File: src/rtl/picoblaze_io_bank.sv
// KCPSM6 port I/O bank: output registers, input read mux, latched event flags with mask and IRQ handshake.
// Latency: writes land on the strobe edge, reads and interrupt are registered (1 cycle); no backpressure.
module picoblaze_io_bank #(
  parameter int                DATA_W      = 8,
  parameter int                N_OUT       = 4,
  parameter int                N_IN        = 4,
  parameter logic [7:0]        STATUS_ADDR = 8'hF0,
  parameter logic [7:0]        MASK_ADDR   = 8'hF1,
  parameter logic [DATA_W-1:0] OUT_RST     = '0
) (
  input  logic                      clk,
  input  logic                      reset,
  input  logic [7:0]                port_id,
  input  logic [DATA_W-1:0]         out_port,
  input  logic                      write_strobe,
  input  logic                      k_write_strobe,
  input  logic                      read_strobe,
  output logic [DATA_W-1:0]         in_port,
  input  logic [N_IN*DATA_W-1:0]    in_bus,
  input  logic [N_IN-1:0]           in_event,
  output logic [N_OUT*DATA_W-1:0]   out_bus,
  output logic [N_OUT-1:0]          out_wr_pulse,
  output logic                      interrupt,
  input  logic                      interrupt_ack
);

  localparam int MAX_N = (N_IN > N_OUT) ? N_IN : N_OUT;

  if (int'(STATUS_ADDR) < MAX_N || int'(MASK_ADDR) < MAX_N || STATUS_ADDR == MASK_ADDR) begin : g_bad_addr
    $error("picoblaze_io_bank: STATUS_ADDR/MASK_ADDR must be distinct and above the port range");
  end
  if (N_IN < 1 || N_IN > DATA_W) begin : g_bad_n_in
    $error("picoblaze_io_bank: N_IN must be 1..DATA_W");
  end
  if (N_OUT < 1 || N_OUT > 16) begin : g_bad_n_out
    $error("picoblaze_io_bank: N_OUT must be 1..16");
  end

  typedef enum logic [1:0] {ST_IDLE, ST_ASSERT, ST_SERVICE} irq_state_t;

  logic [1:0]                    rst_sync;
  logic                          rst_n;
  logic [N_OUT-1:0][DATA_W-1:0]  out_q;
  logic [N_OUT-1:0]              wr_sel;
  logic                          mask_wr;
  logic [N_IN-1:0]               clr;
  logic [N_IN-1:0]               flags;
  logic [N_IN-1:0]               mask;
  logic [N_IN-1:0]               ev_d;
  logic [N_IN-1:0]               rise;
  logic                          pend;
  logic [DATA_W-1:0]             rd_dat;
  irq_state_t                    state, state_nxt;
  logic                          unused_rd;

  assign unused_rd = read_strobe;

  // Reset asserts immediately but releases only after two clean clock edges.
  always_ff @(posedge clk or negedge reset) begin
    if (!reset) rst_sync <= 2'b00;
    else        rst_sync <= {rst_sync[0], 1'b1};
  end
  assign rst_n = rst_sync[1];

  // write_strobe has priority; the K strobe only reaches the output registers.
  always_comb begin
    wr_sel  = '0;
    mask_wr = 1'b0;
    clr     = '0;
    if (write_strobe) begin
      for (int j = 0; j < N_OUT; j++)
        if (port_id == 8'(j)) wr_sel[j] = 1'b1;
      if (port_id == MASK_ADDR)   mask_wr = 1'b1;
      if (port_id == STATUS_ADDR) clr = out_port[N_IN-1:0];
    end else if (k_write_strobe) begin
      for (int j = 0; j < N_OUT; j++)
        if (port_id[3:0] == 4'(j)) wr_sel[j] = 1'b1;
    end
  end

  always_ff @(posedge clk or negedge rst_n) begin
    if (!rst_n) begin
      out_q        <= {N_OUT{OUT_RST}};
      out_wr_pulse <= '0;
      mask         <= '0;
    end else begin
      for (int j = 0; j < N_OUT; j++)
        if (wr_sel[j]) out_q[j] <= out_port;
      out_wr_pulse <= wr_sel;
      if (mask_wr) mask <= out_port[N_IN-1:0];
    end
  end
  assign out_bus = out_q;

  // A rising edge beats a same-cycle write-1-to-clear.
  assign rise = in_event & ~ev_d;
  assign pend = |(flags & mask);

  always_ff @(posedge clk or negedge rst_n) begin
    if (!rst_n) begin
      ev_d  <= '0;
      flags <= '0;
    end else begin
      ev_d  <= in_event;
      flags <= (flags & ~clr) | rise;
    end
  end

  always_comb begin
    rd_dat = '0;
    if (port_id == STATUS_ADDR) begin
      rd_dat[N_IN-1:0] = flags;
    end else if (port_id == MASK_ADDR) begin
      rd_dat[N_IN-1:0] = mask;
    end else begin
      for (int i = 0; i < N_IN; i++)
        if (port_id == 8'(i)) rd_dat = in_bus[i*DATA_W +: DATA_W];
    end
  end

  always_ff @(posedge clk or negedge rst_n) begin
    if (!rst_n) in_port <= '0;
    else        in_port <= rd_dat;
  end

  // Once asserted, only an ack releases the request, even if the mask drops.
  always_comb begin
    state_nxt = state;
    case (state)
      ST_IDLE:    if (pend)          state_nxt = ST_ASSERT;
      ST_ASSERT:  if (interrupt_ack) state_nxt = ST_SERVICE;
      ST_SERVICE: if (!pend)         state_nxt = ST_IDLE;
      default:                       state_nxt = ST_IDLE;
    endcase
  end

  always_ff @(posedge clk or negedge rst_n) begin
    if (!rst_n) begin
      state     <= ST_IDLE;
      interrupt <= 1'b0;
    end else begin
      state     <= state_nxt;
      interrupt <= (state_nxt == ST_ASSERT);
    end
  end

endmodule
File: config.mk
export PLATFORM = sky130hd
export DESIGN_NAME = picoblaze_io_bank
export DESIGN_NICKNAME = d
export VERILOG_FILES = /design/src/rtl/picoblaze_io_bank.sv
export SDC_FILE = /design/constraint.sdc
export NUM_CORES = 1
export LEC_CHECK = 0
export ABC_CLOCK_PERIOD_IN_PS = 2250
export CORE_ASPECT_RATIO = 1.25
export CORE_UTILIZATION = 43
export CTS_CLUSTER_SIZE = 10
export DETAILED_ROUTE_END_ITERATION = 8
export GPL_ROUTABILITY_DRIVEN = 0
export PLACE_DENSITY = 0.8
export SETUP_SLACK_MARGIN = 0.05
export SLEW_MARGIN = 20
export SYNTH_ARGS = -nofsm -noshare
export SYNTH_HDL_FRONTEND = slang
export SYNTH_SLANG_ARGS = --single-unit
File: constraint.sdc
create_clock -name clk -period 2.25 [get_ports clk]
set_clock_uncertainty 0.1 [all_clocks]
set_input_delay 0.45 -clock clk [delete_from_list [all_inputs] [get_ports clk]]
set_output_delay 0.45 -clock clk [all_outputs]
set_load 0.1 [all_outputs]
; ---- After elaboration in Yosys (flattened, before gate mapping)
; Cells that the tools add are included.
[totals]
regBits = 61
inputBits = 58
wordCells = 59
[op_classes]
eq_ne = 11
muxes = 26
n_bitwise = 6
reduce_logical = 4
[op_table]
columns = operator, count
row1 = 2-to-1 mux 4 bit, 8
row2 = 2-to-1 mux 8 bit, 4
row3 = equality test 8 x 2 -> 1 bit (second input constant), 2
row4 = equality test 8 bit (second input constant), 2
row5 = AND 4 bit, 3
row6 = 2-to-1 mux 1 bit, 10
row7 = equality test 4 x 2 -> 1 bit (second input constant), 2
row8 = equality test 8 x 1 -> 1 bit (second input constant), 1
row9 = logical NOT 8 bit, 1
row10 = inverter 4 bit, 2
row11 = 2-to-1 mux 2 bit, 3
row12 = one-hot mux 2 bit (3 select lines), 1
row13 = equality test 2 x 1 -> 1 bit (second input constant), 2
row14 = equality test 4 x 1 -> 1 bit (second input constant), 1
row15 = logical NOT 4 bit, 1
row16 = bitwise OR 4 bit, 1
row17 = OR reduction 4 bit, 1
row18 = equality test 2 bit (second input constant), 1
row19 = logical NOT 2 bit, 1

; ---- Longest topological paths before layout
; Gate-level depths: netlist (run 1).
[logic_depth]
word_depth = 7
mapped_depth = 6
ltp_nobuf = 5

; ---- Worst setup path after synthesis (run 1)
; No wires, ideal clock.
[synth_path]
path_type = in2reg
start = input port_id[4]
end = register out_q (netlist bit out_bus[0])
arrival_ns = 1.747
setup_slack_ns = 0.278
path_stages = 5
n_path_buf = 1
cell_sequence = nor4_4 > mux2i_4 > nor3b_1 > buf_4 > mux2_2
[synth_between]
elab_chain_len = 3
[synth_rtl]
columns = item, line_no
row1 = from (decl), 13  ; input logic [7:0] port_id,
row2 = logical NOT 8 bit, 72  ; if (port_id == 8'(j)) wr_sel[j] = 1'b1;
row3 = 2-to-1 mux 1 bit, 72
row4 = 2-to-1 mux 4 bit, 70  ; if (write_strobe) begin
row5 = via wr_sel[0], 44  ; logic [N_OUT-1:0] wr_sel;
row6 = to (signal assigned), 83  ; out_q <= {N_OUT{OUT_RST}};
row7 = "to (signal, indexed assignment)", 88  ; if (wr_sel[j]) out_q[j] <= out_port;
row8 = to (decl), 43  ; logic [N_OUT-1:0][DATA_W-1:0] out_q;
; The timed path passes the listed nets, and every way through them passes these cells.
; A chain may end at the register's enable or synchronous reset.

; ---- Worst setup path in the final report (run 1)
[layout_path]
start = input port_id[4]
end = register out_q (netlist bit out_bus[23])
[layout_between]
elab_chain_len = 3
[layout_rtl]
columns = item, line_no
row1 = equality test 8 x 2 -> 1 bit, 72
row2 = 2-to-1 mux 1 bit, 72
row3 = 2-to-1 mux 4 bit, 70
row4 = via wr_sel[2], 44
; The timed path passes the listed nets, and every way through them passes these cells.

==> results.ini, run 1 <==
[run_status]
status = finished, violations left
violations = design-rule violations

[cells_and_area]
area_delta_synth_final_pct = 53.6
diodes = 0
multiInputGateArea_um2 = 972
fillCellCount = 455
register_area_um2 = 1530
fin_nets = 372
drive_gt1_share_pct = 41.1

[synth]
synth.net_count = 245
ys_top_cells_by_count = dfrtp_1 (61), mux2_2 (36), o21ai_0 (14)
syn-cell-area_um2 = 2550
synth_cell_type_count = 32
ys_warn_count = 0
yosys.area.top_type_share_pct = 59.8
ys_seq_area_share_pct = 59.8
synth_seq_cells = 61
yosysMostFrequentCell = dfrtp_1
syn_avg_cell_area_um2 = 13.7
syn_inst = 187
synthFlopType = dfrtp_1
synth_edf_count = 0
yosysTopAreaCell = dfrtp_1
ys_async_sr_fraction_pct = 100
yosys-top-cells-area = dfrtp_1 (60%), mux2_2 (16%), mux4_2 (3.5%), o21ai_0 (2.7%), o221ai_1 (1.4%)

[route]
routed-wl-met2_um = 3140
m1WireLength_um = 2370
wire_per_inst_um = 15.9
wl_met3_um = 466
viasPerCell = 5.06
drcViolationCount = 12
dr.pass1.iters = 6
vias = 1950
routed.top_layer = met4
drt_iter0_drc = 62
ant_nets = 0
drt-total-wl_um = 6110

[worst_setup_path]
cp_max_fo = 9
crit_arrival_ps = 2200
required_ps = 2370
path_cells = clkdlybuf4s50_1 > nor4_4 > mux2i_4 > buf_4 > nor2_2 > buf_12 > mux2_2
path_class = input port to register
critPathCaptureType = register
max_stage_delay_ps = 470
startpoint_type = input port
crit_slowest_cell = clkdlybuf4s50_1

[clocking]
worstSkewPairLatency_ps = 330
cts_htree_levels = 3
cts_sinks = 61
clk_path_buf_depth = 2
path_clk_slew_ps = 60
clockRootBuffer = clkbuf_8
cts_resized = 0
hold_buffers = 0
cts_made_buffers = 9
cts_tree = yes
post-cts-setup-buffers = 0

[grt]
grt_pass1_vias = 2124
grt.total_usage_pct = 21.1
antenna_found_initial = 0
grt_overflow = 0
grt_max_degree = 60
grt_pass1_wl_um = 9940

[timing]
slew_headroom_pct = 49.6
setup_viol = 0
rsz0062_at_grt = no
worst_pin_slew_ps = 756
fin_ws_ps = 166
fin_crit_ps = 2080
maxSlewViolCount = 0
finalCritPeriodShare_pct = 92.6
hold_viol_final = 0
max_freq_mhz = 480
fin_setup_tns_ps = 0

[die]
die-area_um2 = 6250
fp-row-count = 31
io_pins = 103
die_x_um = 70.9
die_h_um = 88.2
coreArea_um2 = 5780
start_util_pct = 44.2

[place]
portBuffers = 101
dp_slack_ps = -207
hpwl_um = 4540

[min_path]
hold_class = input port to async pin

[power]
vdd_drop_max_mv = 0.755
leakagePower_nw = 1.79
power.density_nw_per_um2 = 1020
power_w = 0.00398

[job]
drv_cap = 0

==> critical path: cells and delay by family <==
family	cells	cell delay [ps]
and+or+nand+nor	2	500
buffers and inverters	3	770
muxes	2	470
==> layer usage <==
layer | vias to the layer above | global-route usage [%]
met5 | - | 0
met4 | 0 | 10.9
met3 | 11 | 6.79
met2 | 69 | 35.3
met1 | 929 | 24.4
li1 | 941 | -
==> cell usage in the layout (no fill, tap or decap), types with 8 or more instances in the layout <==
cell type | netlist | routed
inv_1 | 8 | 8
mux2_2 | 36 | 36
clkdlybuf4s50_1 | 0 | 56
buf_4 | 1 | 61
nand2_1 | 9 | 9
o21ai_0 | 14 | 14
dfrtp_1 | 61 | 60
clkbuf_8 | 0 | 12
==> final timing paths <==
check | endpoint | startpoint | slack, ps | cells past startpoint
hold / removal | rst_sync[0] | reset | 170 | 1
min in group clk | rst_sync[1] | rst_sync[0] | 250 | 0
hold reg to reg | rst_sync[1] | rst_sync[0] | 250 | 0
max in group asynchronous | ev_d[1] | rst_sync[1] | 1240 | 1
setup reg to reg | state[0] | mask[2] | 1120 | 4
setup / recovery | out_bus[23] | port_id[4] | 170 | 7
==> cells by family (layout without fill, tap and decap cells) <==
group / after synthesis / count (layout) / synth area share (%)
flip-flops: 61 / 61 / 59.8
multiplexers: 42 / 42 / 20.7
AND/OR/NAND/NOR: 38 / 38 / 9.41
AO/OA/AOI/OAI: 32 / 32 / 7.84
buffers and inverters: 13 / 145 / 2.16
other: 1 / 1 / 0.147
==> registers in the layout, indices dropped and copies added, names as in the netlist <==
name and flops:
state 2, flags 4, ev_d 4, mask 4, out_bus 32, in_port 8
interrupt 1, out_wr_pulse 4, rst_sync 2
==> per-stage QoR <==
step	utilization [%]	cells	hold slack, ps	instance area (um2)
detailed placement	64.2	369	236	3710
CTS	67.9	385	167	3920
global route	67.9	385	191	3920
finish	67.9	385	174	3920
global placement	64.2	369	236	3710
floorplan	-	187	54.4	2550
==> power by group <==
part / total [W] / switching (W) / internal, W
clock network: 0.00103 / 0.000427 / 0.000601
logic: 0.00161 / 0.00120 / 0.000412
registers: 0.00134 / 0.0000872 / 0.00125
total: 0.00398 / 0.00172 / 0.00227
==> area by class of cell <==
type                            instances  area share (%)
Clock buffer                           13            4.31
Clock inverter                          3            1.08
Inverter                                8           0.766
Multi-Input combinational cell        113            24.8
Sequential cell                        61            38.9
Tap cell                               66            2.11
Timing Repair Buffer                  121            28.0
Note: power is estimated with default switching activity, not from simulation.
==> run 2, diff against run 1 <==
--- a/config.mk
+++ b/config.mk
@@ -6,7 +6,8 @@
 export NUM_CORES = 1
 export LEC_CHECK = 0
 export ABC_CLOCK_PERIOD_IN_PS = 2250
-export CORE_ASPECT_RATIO = 1.25
+export CAP_MARGIN = 0
+export CORE_ASPECT_RATIO = 1.1
 export CORE_UTILIZATION = 43
 export CTS_CLUSTER_SIZE = 10
 export DETAILED_ROUTE_END_ITERATION = 8
==> results.ini, run 2 (synthesis gave the netlist of run 1 again) <==
[clocking]
cts_sinks = 61  ; unchanged
worstSkewPairLatency_ps = 330  ; about the same
hold_buffers = 0  ; unchanged
clk_path_buf_depth = 2  ; unchanged
path_clk_slew_ps = 70  ; was 60 ps
cts_tree = yes  ; unchanged
clockRootBuffer = clkbuf_8  ; unchanged
post-cts-setup-buffers = 0  ; unchanged
cts_htree_levels = 3  ; unchanged
cts_made_buffers = 9  ; unchanged

[die]
start_util_pct = 44.5  ; was 44.2%
die_x_um = 75.5  ; was 70.9 um
die_h_um = 82.8  ; was 88.2 um
die-area_um2 = 6250  ; about the same
coreArea_um2 = 5730  ; was 5780 um2
fp-row-count = 29  ; was 31
io_pins = 103  ; unchanged

[timing]
maxSlewViolCount = 0  ; unchanged
holdWs_ps = 161  ; was 174 ps
finalCritPeriodShare_pct = 94.3  ; was 92.6%
fin_crit_ps = 2120  ; was 2080 ps
slew_headroom_pct = 62.7  ; was 49.6%
hold_viol_final = 0  ; unchanged
rsz0062_at_grt = no  ; unchanged
setup_viol = 0  ; unchanged
worst_pin_slew_ps = 560  ; was 756 ps
max_freq_mhz = 471  ; was 480 MHz

[cells_and_area]
drive_gt1_share_pct = 40.5  ; was 41.1%
diodes = 0  ; unchanged
final_common_cell = dfrtp_1  ; was buf_4
finish.utilization_pct = 68.3  ; was 67.9%
fin_nets = 370  ; was 372
final_area_um2 = 3910  ; was 3920 um2
largest_reg_flops = 32  ; unchanged
layout.cells.most_common_list = dfrtp_1 (60), buf_4 (59), clkdlybuf4s50_1 (56)  ; was buf_4 (61), dfrtp_1 (60), clkdlybuf4s50_1 (56)
area_delta_synth_final_pct = 53.3  ; was 53.6%

[place]
dpl_cell_area_um2 = 3710  ; about the same
hpwl_um = 4450  ; was 4540 um
portBuffers = 101  ; unchanged

[route]
viasPerCell = 5.04  ; was 5.06
drt_iter0_drc = 62  ; unchanged
ant_nets = 0  ; unchanged
drcViolationCount = 0  ; was 12
dr.pass1.iters = 4  ; was 6
drt-total-wl_um = 5980  ; was 6110 um
wire_per_inst_um = 15.2  ; was 15.9 um
vias = 1981  ; was 1950

[grt]
antenna_found_initial = 0  ; unchanged
grt.total_usage_pct = 21.3  ; was 21.1%
grt_pass1_wl_um = 9790  ; was 9940 um
grt_max_degree = 27  ; was 60
use_met3_pct = 9.10  ; was 6.79%
grt_overflow = 0  ; unchanged
busiest_layer = met2  ; unchanged
grt_pass1_vias = 2163  ; was 2124
use_met2_pct = 33.2  ; was 35.3%
grt.met1_usage_pct = 25.0  ; was 24.4%

[worst_setup_path]
path_class = input port to register  ; unchanged
required_ps = 2370  ; about the same
crit_arrival_ps = 2240  ; was 2200 ps
startpoint_type = input port  ; unchanged
cp_max_fo = 9  ; unchanged
critPathCaptureType = register  ; unchanged

[run_status]
status = complete, no violations  ; was finished, violations left

[min_path]
hold_class = register to async pin  ; was input port to async pin

[job]
drv_cap = 0  ; unchanged

[power]
power.density_nw_per_um2 = 1000  ; was 1020 nW/um2
leakagePower_nw = 1.78  ; was 1.79 nW
vdd_drop_max_mv = 0.825  ; was 0.755 mV

==> run 2: area by class of cell <==
class / count / area (um2)
Fill cell: 477 / 1820
Clock buffer: 12 / 155
Multi-Input combinational cell: 113 / 977
Tap cell: 77 / 96.3
Inverter: 8 / 30.0
Timing Repair Buffer: 119 / 1080
Sequential cell: 61 / 1530
Clock inverter: 3 / 43.8
==> run 2: where the power goes <==
group / total, W / leakage (nW) / internal, W / switching [W]
clock network: 0.000980 / 0.103 / 0.000568 / 0.000412
registers: 0.00135 / 0.771 / 0.00125 / 0.0000949
logic: 0.00160 / 0.904 / 0.000411 / 0.00119
==> run 2: worst paths after layout <==
check | slack, ps | to | cells past startpoint | startpoint
min in group clk | 260 | rst_sync[1] | 0 | rst_sync[0]
worst min register to register | 160 | in_port[7] | 0 | rst_sync[1]
worst min-delay path | 160 | in_port[7] | 0 | rst_sync[1]
worst max-delay path | 130 | out_bus[12] | 7 | port_id[6]
worst max register to register | 1130 | state[0] | 4 | flags[2]
max in group asynchronous | 1240 | out_wr_pulse[0] | 1 | rst_sync[1]
==> run 2: worst max-delay path: stages <==
cell and delay (ps):
clkdlybuf4s50_1 460, nor4_4 390, mux2i_4 140, buf_12 150, nor3_4 140, buf_12 160
mux2_2 330
==> run 2: through the flow <==
step | setup TNS, ps | setup slack [ps] | cells | total power (W)
floorplan | 0 | 278 | 187 | 0.00255
global placement | -6440 | -213 | 378 | 0.00295
detailed placement | -7240 | -250 | 378 | 0.00297
CTS | 0 | 89.1 | 393 | 0.00396
global route | 0 | 56.1 | 393 | 0.00408
finish | 0 | 128 | 393 | 0.00393
==> run 2: per-layer routing <==
layer	routed length, um	vias to the layer above
li1	-	941
met3	531	16
met2	2900	75
met1	2390	949
met5	0	-
met4	161	0
==> run 2: repair_timing <==
| action | in CTS | in global routing |
|---|---|---|
| resized for setup | 0 | 1 |
| endpoints found under the setup margin | 0 | 8 |
| endpoints found under the hold margin | 0 | 0 |
==> run 3, diff against run 2 <==
--- a/config.mk
+++ b/config.mk
@@ -5,14 +5,16 @@
 export SDC_FILE = /design/constraint.sdc
 export NUM_CORES = 1
 export LEC_CHECK = 0
-export ABC_CLOCK_PERIOD_IN_PS = 2250
+export ABC_CLOCK_PERIOD_IN_PS = 2500
 export CAP_MARGIN = 0
 export CORE_ASPECT_RATIO = 1.1
-export CORE_UTILIZATION = 43
+export CORE_UTILIZATION = 46
 export CTS_CLUSTER_SIZE = 10
 export DETAILED_ROUTE_END_ITERATION = 8
 export GPL_ROUTABILITY_DRIVEN = 0
-export PLACE_DENSITY = 0.8
+export PLACE_DENSITY = 0.85
+export RECOVER_POWER = 50
+export REMOVE_ABC_BUFFERS = 1
 export SETUP_SLACK_MARGIN = 0.05
 export SLEW_MARGIN = 20
 export SYNTH_ARGS = -nofsm -noshare
==> constraint.sdc (replaced) <==
create_clock -name clk -period 2.5 [get_ports clk]
set_clock_uncertainty 0.1 [all_clocks]
set_input_delay 0.5 -clock clk [delete_from_list [all_inputs] [get_ports clk]]
set_output_delay 0.5 -clock clk [all_outputs]
set_load 0.1 [all_outputs]
==> results.ini, run 3 (synthesis gave the netlist of run 1 again) <==
[route]
vias = 1950  ; was 1981
drt-total-wl_um = 6010  ; was 5980 um
ant_nets = 0  ; unchanged
drcViolationCount = 0  ; unchanged
viasPerCell = 5.01  ; was 5.04
drt_iter0_drc = 56  ; was 62
wire_per_inst_um = 15.4  ; was 15.2 um
dr.pass1.iters = 4  ; unchanged

[clocking]
cts_htree_levels = 3  ; unchanged
cts_resized = 0  ; unchanged
cts_made_buffers = 9  ; unchanged
clk_path_buf_depth = 2  ; unchanged
clockRootBuffer = clkbuf_8  ; unchanged
post-cts-setup-buffers = 0  ; unchanged
worstSkewPairLatency_ps = 320  ; was 330 ps
cts_sinks = 61  ; unchanged
cts_tree = yes  ; unchanged
hold_buffers = 0  ; unchanged
path_clk_slew_ps = 70  ; about the same

[power]
intPower_w = 0.00209  ; was 0.00223 W
pwr-share-comb_pct = 39.5  ; was 40.7%
switching_share_pct = 42.2  ; was 43.2%
seqPwrFrac_pct = 33.5  ; was 34.3%
leakagePower_nw = 1.71  ; was 1.78 nW
switching_power_w = 0.00153  ; was 0.00170 W
pwr-share-clk_pct = 27.1  ; was 25.0%
vdd_drop_max_mv = 0.781  ; was 0.825 mV
power_w = 0.00362  ; was 0.00393 W
power.density_nw_per_um2 = 943  ; was 1000 nW/um2

[cells_and_area]
register_area_um2 = 1530  ; about the same
area_delta_synth_final_pct = 50.3  ; was 53.3%
layout.cells.most_common_list = dfrtp_1 (61), clkdlybuf4s50_1 (51), buf_4 (41)  ; was dfrtp_1 (60), buf_4 (59), clkdlybuf4s50_1 (56)
diodes = 0  ; unchanged
multiInputGateArea_um2 = 972  ; was 977 um2
drive_gt1_share_pct = 35.0  ; was 40.5%
final_cells = 389  ; was 393
largest_reg_flops = 32  ; unchanged
fin_nets = 367  ; was 370
fillCellCount = 398  ; was 477
final_common_cell = dfrtp_1  ; unchanged
final_area_um2 = 3840  ; was 3910 um2

[worst_setup_path]
critPathCaptureType = register  ; unchanged
crit_arrival_ps = 2300  ; was 2240 ps
required_ps = 2610  ; was 2370 ps
crit_path_end = out_bus[1]  ; was out_bus[12]
rr_startpoint = rst_sync[1]  ; was flags[2]
crit_slowest_cell = clkdlybuf4s50_1  ; unchanged
path_cells = clkdlybuf4s50_1 > nor4_4 > mux2i_4 > nor3b_1 > buf_4 > mux2_2  ; was clkdlybuf4s50_1 > nor4_4 > mux2i_4 > buf_12 > nor3_4 > buf_12 > mux2_2
startpoint_type = input port  ; unchanged
r2r_end = out_bus[23]  ; was state[0]
crit_start = port_id[4]  ; was port_id[6]
cp_max_fo = 9  ; unchanged
reg2regPathDepth = 1  ; was 4
rrSetupSlack_ps = 870  ; was 1130 ps
path_class = input port to register  ; unchanged
max_stage_delay_ps = 480  ; was 460 ps

[place]
dp_slack_ps = -47.7  ; was -250 ps
dpl_cell_area_um2 = 3670  ; was 3710 um2
place_inst = 373  ; was 378
hpwl_um = 4480  ; was 4450 um
portBuffers = 101  ; unchanged

[die]
die_x_um = 73.0  ; was 75.5 um
die-area_um2 = 5850  ; was 6250 um2
coreArea_um2 = 5360  ; was 5730 um2
io_pins = 103  ; unchanged
die_h_um = 80.1  ; was 82.8 um
start_util_pct = 47.6  ; was 44.5%
fp-row-count = 28  ; was 29

[timing]
worst_pin_slew_ps = 1210  ; was 560 ps
slew_headroom_pct = 19.8  ; was 62.7%
setup_viol = 0  ; unchanged
max_freq_mhz = 456
fin_setup_tns_ps = 0  ; unchanged
hold_viol_final = 0  ; unchanged
rsz0062_at_grt = no  ; unchanged
maxSlewViolCount = 0  ; unchanged
finalCritPeriodShare_pct = 87.6
fin_ws_ps = 309  ; was 128 ps
fin_crit_ps = 2190

[grt]
antenna_found_initial = 0  ; unchanged
grt_pass1_vias = 2068  ; was 2163
grt_max_degree = 30  ; was 27
grt_pass1_wl_um = 9730  ; was 9790 um
grt.total_usage_pct = 22.5  ; was 21.3%
grt_overflow = 0  ; unchanged

[run_status]
status = complete, no violations  ; unchanged

[job]
drv_cap = 0  ; unchanged

[min_path]
hold_class = register to async pin  ; unchanged

run 3: changes by cell type in the layout (fill, tap and decap cells not counted), moves of 5 or more:
cell,before,now
dlygate4sd3_1,0,5
buf_4,59,41
clkdlybuf4s50_1,56,51
clkbuf_1,1,16
run 3: power groups by stage:
stage	Sequential, W	Clock (W)	Combinational, W
6_report	0.00121	0.000979	0.00143
2_1_floorplan	0.00212	0	0.000166
5_1_grt	0.00123	0.00105	0.00147
4_1_cts	0.00121	0.000998	0.00145
3_5_place_dp	0.00123	0	0.00145
3_3_place_gp	0.00122	0	0.00143
run 3: worst min path at each step:
stage	cells after the start	to	slack, ps
after global routing	0	interrupt	110
after detailed placement	0	in_port[7]	30
after CTS	0	in_port[1]	30
after global placement	0	in_port[6]	30
after floorplan	0	rst_sync[0]	100
final	0	in_port[4]	70
run 3: cell type report:
class | count | share of cell area (%)
flip-flops and latches | 61 | 39.8
repair buffers | 116 | 25.8
multi-input cells | 113 | 25.3
clock buffers | 12 | 4.04
well taps | 75 | 2.45
clock inverters | 4 | 1.83
inverters | 8 | 0.783
run 3: layer usage:
layer / up-vias / wire length (um) / global-route usage (%)
met5: - / 0 / 0
met4: 0 / 137 / 10.4
met3: 14 / 520 / 7.78
met2: 78 / 2990 / 37.4
met1: 930 / 2360 / 25.9
li1: 928 / - / -
run 3: critical path, delay by kind of cell:
kind / cells / cell delay (ps)
buf+inv: 2 / 690
mux: 2 / 510
simple gates: 2 / 590
run 3: metrics by stage:
stage | hold WS (ps) | utilization [%]
2_1_floorplan | 104 | -
3_3_place_gp | 25.3 | 68.5
3_5_place_dp | 28.7 | 68.5
4_1_cts | 29.6 | 72.7
5_1_grt | 108 | 71.6
6_report | 69.2 | 71.6
